**src/rtl/demux_pkg.sv**
```systemverilog
// Shared types and helpers for the bit-serial deserializer family.
// Holds the FSM state type and the write-position mapping used by the top.
package demux_pkg;

  typedef enum logic [0:0] {
    FILL = 1'b0,
    FULL = 1'b1
  } demux_state_e;

  // Maps a bit count within the word to the assembly-register bit it lands in.
  function automatic int unsigned bit_pos(input int unsigned idx,
                                          input int unsigned n,
                                          input bit          msb_first);
    return msb_first ? (n - 1 - idx) : idx;
  endfunction

endpackage

```
**src/rtl/demux_generic_1bit.sv**
```systemverilog
// One-hot write-strobe decoder: the write-side inverse of the 1-bit select mux.
// Raises strobe[idx] when we is high; all strobes are low otherwise.
module demux_generic_1bit #(
  parameter int n = 16
) (
  input  logic [$clog2(n)-1:0] idx,
  input  logic                 we,
  output logic [n-1:0]         strobe
);

  localparam int IW = $clog2(n);

  always_comb begin
    strobe = '0;
    for (int i = 0; i < n; i++) begin
      if (we && (idx == IW'(i))) strobe[i] = 1'b1;
    end
  end

endmodule

```
**src/rtl/demux_generic_deser.sv**
```systemverilog
// Bit-serial to parallel deserializer with valid/ready on both sides.
// Buffers one word in the output register and one in assembly before stalling.
module demux_generic_deser
  import demux_pkg::*;
#(
  parameter int n         = 16,
  parameter int MSB_FIRST = 0
) (
  input  logic                 clk,
  input  logic                 rst_n,
  input  logic                 in_valid,
  input  logic                 in_bit,
  input  logic                 in_start,
  output logic                 in_ready,
  output logic                 out_valid,
  output logic [n-1:0]         out_word,
  input  logic                 out_ready,
  output logic [$clog2(n)-1:0] idx,
  output logic                 frame_err
);

  localparam int             IW   = $clog2(n);
  localparam logic [IW-1:0]  LAST = IW'(n - 1);

  demux_state_e   state_q;
  logic [IW-1:0]  idx_q;
  logic [n-1:0]   asm_q;
  logic [n-1:0]   out_word_q;
  logic           out_valid_q;
  logic           frame_err_q;

  logic           accept;
  logic           slot_free;
  logic [IW-1:0]  wr_idx;
  logic [IW-1:0]  wr_pos;
  logic [n-1:0]   strobe;
  logic [n-1:0]   asm_base;
  logic [n-1:0]   asm_w;

  assign in_ready  = (state_q == FILL);
  assign accept    = in_valid && in_ready;
  assign slot_free = !out_valid_q || out_ready;

  // A frame sync restarts the word: count from zero on an empty assembly.
  assign wr_idx   = in_start ? '0 : idx_q;
  assign wr_pos   = IW'(bit_pos(32'(wr_idx), n, MSB_FIRST != 0));
  assign asm_base = in_start ? '0 : asm_q;
  assign asm_w    = (asm_base & ~strobe) | (strobe & {n{in_bit}});

  demux_generic_1bit #(.n(n)) u_dec (
    .idx    (wr_pos),
    .we     (accept),
    .strobe (strobe)
  );

  always_ff @(posedge clk or negedge rst_n) begin
    if (!rst_n) begin
      state_q     <= FILL;
      idx_q       <= '0;
      asm_q       <= '0;
      out_word_q  <= '0;
      out_valid_q <= 1'b0;
      frame_err_q <= 1'b0;
    end else begin
      frame_err_q <= accept && in_start && (idx_q != '0);
      // Default: a transfer empties the output slot unless a new word lands below.
      if (out_valid_q && out_ready) out_valid_q <= 1'b0;
      case (state_q)
        FILL: begin
          if (accept) begin
            if (wr_idx != LAST) begin
              asm_q <= asm_w;
              idx_q <= wr_idx + 1'b1;
            end else if (slot_free) begin
              out_word_q  <= asm_w;
              out_valid_q <= 1'b1;
              asm_q       <= '0;
              idx_q       <= '0;
            end else begin
              asm_q   <= asm_w;
              idx_q   <= LAST;
              state_q <= FULL;
            end
          end
        end
        FULL: begin
          if (out_ready) begin
            out_word_q  <= asm_q;
            out_valid_q <= 1'b1;
            asm_q       <= '0;
            idx_q       <= '0;
            state_q     <= FILL;
          end
        end
        default: state_q <= FILL;
      endcase
    end
  end

  assign out_valid = out_valid_q;
  assign out_word  = out_word_q;
  assign idx       = idx_q;
  assign frame_err = frame_err_q;

endmodule
```
**config.mk**
```make
export PLATFORM = sky130hd
export DESIGN_NAME = demux_generic_deser
export DESIGN_NICKNAME = d
export VERILOG_FILES = /design/src/rtl/demux_pkg.sv /design/src/rtl/demux_generic_1bit.sv /design/src/rtl/demux_generic_deser.sv
export SDC_FILE = /design/constraint.sdc
export NUM_CORES = 1
export LEC_CHECK = 0
export ABC_AREA = 1
export BUFFER_PORTS_ARGS = -buffer_cell sky130_fd_sc_hd__buf_2
export CAP_MARGIN = 30
export CORE_MARGIN = 2
export CORE_UTILIZATION = 52
export CTS_CLUSTER_SIZE = 40
export DETAILED_ROUTE_END_ITERATION = 16
export GPL_TIMING_DRIVEN = 0
export PLACE_DENSITY = 0.78
export SYNTH_ARGS = -nofsm -noshare
export SYNTH_HDL_FRONTEND = slang
export SYNTH_HIERARCHICAL = 1
export SYNTH_SLANG_ARGS = --single-unit
export TNS_END_PERCENT = 50
```
**constraint.sdc**
```tcl
create_clock -name clk -period 1.86 [get_ports clk]
set_input_delay 0 -clock clk [delete_from_list [all_inputs] [get_ports clk]]
set_output_delay 0 -clock clk [all_outputs]
set_load 0.05 [all_outputs]
```
==> results.toml <==
[die]
rows = 24
die_h_um = 70.9
start_util_pct = 53.8
die-width_um = 70.9
core_um2 = 4320
design.die.area_um2 = 5020
io_pins = 29

[synthesis]
synthArstFlopShare_pct = 100
syn_area_per_cell_um2 = 6.98
synthMuxAreaShare_pct = 0
yosysWarnings = 6
yosys.area_share.simple_pct = 37.8
synth_compound_area_share_pct = 10.5
synth_edf_count = 0
postSynthCellCount = 333
synth_top_family_by_area = "simple AND/OR/NAND/NOR gates"
synth_area_um2 = 2320
yosysUniqueCellTypes = 25
synthXorXnorAreaFrac_pct = 0
synth_ff_type = "dfrtp_1"
synth_fa_ha_area_share_pct = 0.538
yosysSeqAreaShare_pct = 42.0
ys_seq_elements = 39
synth_nets = 340

[global_route]
grt_max_degree = 40
grt_remaining_overflow = 0
grt_usage_pct = 22.4
grt_pass1_vias = 1982
antenna_found_initial = 0
grt_pass1_wl_mm = 8.98

[placement]
dp_hpwl_mm = 3.71
port_buffers = 28
gp_congestion = 0.879
dp_cells = 413
place_area_um2 = 2540

[cts]
insertion_delay_ns = 0.30
cts_max_path_buffers = 2
h-tree-depth = 2
clock-sinks = 39
cts_tree = "yes"
cts.clk_slew.worst_paths_ns = 0.09
cts_root_buffer = "clkbuf_8"
numCtsBuffers = 5

[timing]
finalHoldViolations = 0
max_freq_mhz = 554
drv_slew = 0
tightest_slew_ns = 0.880
max_slew_margin_pct = 41.3
period_share_pct = 97.0
skew_ns = 0.0123
finalSetupViolCount = 0
fin_crit_ns = 1.80

[cells_and_area]
antenna_cells = 0
nets = 381
final_cells = 427
layout-drive-gt1-share_pct = 21.9
fin_area_um2 = 2720
final_cell_mix = "146 x nand2_1, 37 x dfrtp_1, 31 x buf_2"
area_delta_synth_final_pct = 17.1
final_common_cell = "nand2_1"

[route]
wl_per_cell_um = 12.6
final_antenna_net_count = 0
firstDrtPassIters = 4
vias = 2187
drt_iter0_markers = 106
viasPerCell = 5.12
wl_mm = 5.39
remaining_drc_errors = 0

[job]
cap_violations = 0

[power]
irDropWorstVdd_v = 0.000418
p_per_area_nw_per_um2 = 680
p_total_mw = 1.85
leakage_nw = 1.50

[run_status]
outcome = "complete, no violations"

[setup_path]
end_kind = "flip-flop"
criticalPathCategory = "reg -> reg"
required_ns = 2.05
critPathLaunchType = "flip-flop"
arrival_ns = 1.99
critPathMaxFanout = 10
r2r_setup_slack_ns = 0.06

[min_path]
min_path_type = "in -> reg"
==> layout make-up <==
class | count | area (um2)
clock buffer | 7 | 86.3
timing repair buffer | 34 | 190
buffer | 13 | 86.3
sequential | 39 | 978
tap | 52 | 65.1
clock inverter | 1 | 5.00
inverter | 33 | 126
multi-input combinational | 248 | 1180
fill | 386 | 1600
==> state kept, by name (all words and copies together) (netlist names) <==
signal,count
asm_q,16
frame_err,1
idx,4
out_valid,1
out_word,16
state_q,1
==> path summary, 6_finish.rpt <==
path / cells after the start / end / from
worst max-delay path: 7 / asm_q[12]$_DFFE_PN0P_ / idx[1]$_DFFE_PN0P_
worst min-delay path: 3 / frame_err$_DFF_PN0_ / in_valid
worst max register to register: 7 / asm_q[12]$_DFFE_PN0P_ / idx[1]$_DFFE_PN0P_
worst min register to register: 2 / out_word[5]$_DFFE_PN0P_ / out_word[5]$_DFFE_PN0P_
max in group asynchronous: 2 / idx[1]$_DFFE_PN0P_ / rst_n
min in group asynchronous: 2 / asm_q[3]$_DFFE_PN0P_ / rst_n
==> timing repair <==
item,CTS,global route
pin swaps,1,2
buffers inserted,1,3
endpoints found under the setup margin,12,24
hold buffers,2,0
hold endpoints to repair,40,0
gates resized for setup,3,9
cloned,0,0
==> metal layers <==
layer	global-route usage, %	vias to the layer above	share of wire [%]
met3	4.27	6	4.0
met5	0	-	0
li1	-	1122	-
met2	35.5	49	48
met1	31.2	1010	47
met4	7.13	0	1.2
==> synthesized netlist by cell type (all sizes together), types with 2 or more instances <==
cell type | number | area (um2)
nand2 | 149 | 564
dfrtp | 39 | 976
inv | 33 | 126
nor2 | 28 | 108
nand3 | 26 | 153
o21ai | 20 | 141
a21oi | 17 | 85.1
buf | 9 | 71.3
clkbuf | 4 | 15.0
nand3b | 2 | 15.0
nand4 | 2 | 27.5
==> power by group <==
group          total [mW]  internal, mW  switching (mW)
logic               0.322        0.0890           0.233
registers           0.924         0.884          0.0398
clock network       0.605         0.300           0.306
==> metrics by stage <==
step                setup TNS, ns  hold slack [ns]  setup slack, ns  utilization, %
finish                          0          0.00530           0.0553            62.9
global route              -0.0238           0.0234          -0.0156            62.9
CTS                             0           0.0504           0.0573            61.9
detailed placement         -0.895            0.178          -0.0954            58.8
global placement           -0.782            0.165          -0.0824            58.8
floorplan                       0           -0.296          0.00199               -
==> worst max-delay path, stage by stage (launching register included) <==
cell	delay [ns]
dfrtp_2	0.41
inv_1	0.08
nor2_4	0.18
ha_2	0.26
nand4_4	0.18
o21ai_4	0.29
buf_6	0.21
o21ai_2	0.07
==> cells by family after synthesis <==
family / Yosys count
simple gates: 209
flops: 39
fa+ha+maj: 1
compound gates: 38
buf+inv: 46
No activity file was read; power rests on OpenSTA's default activity.
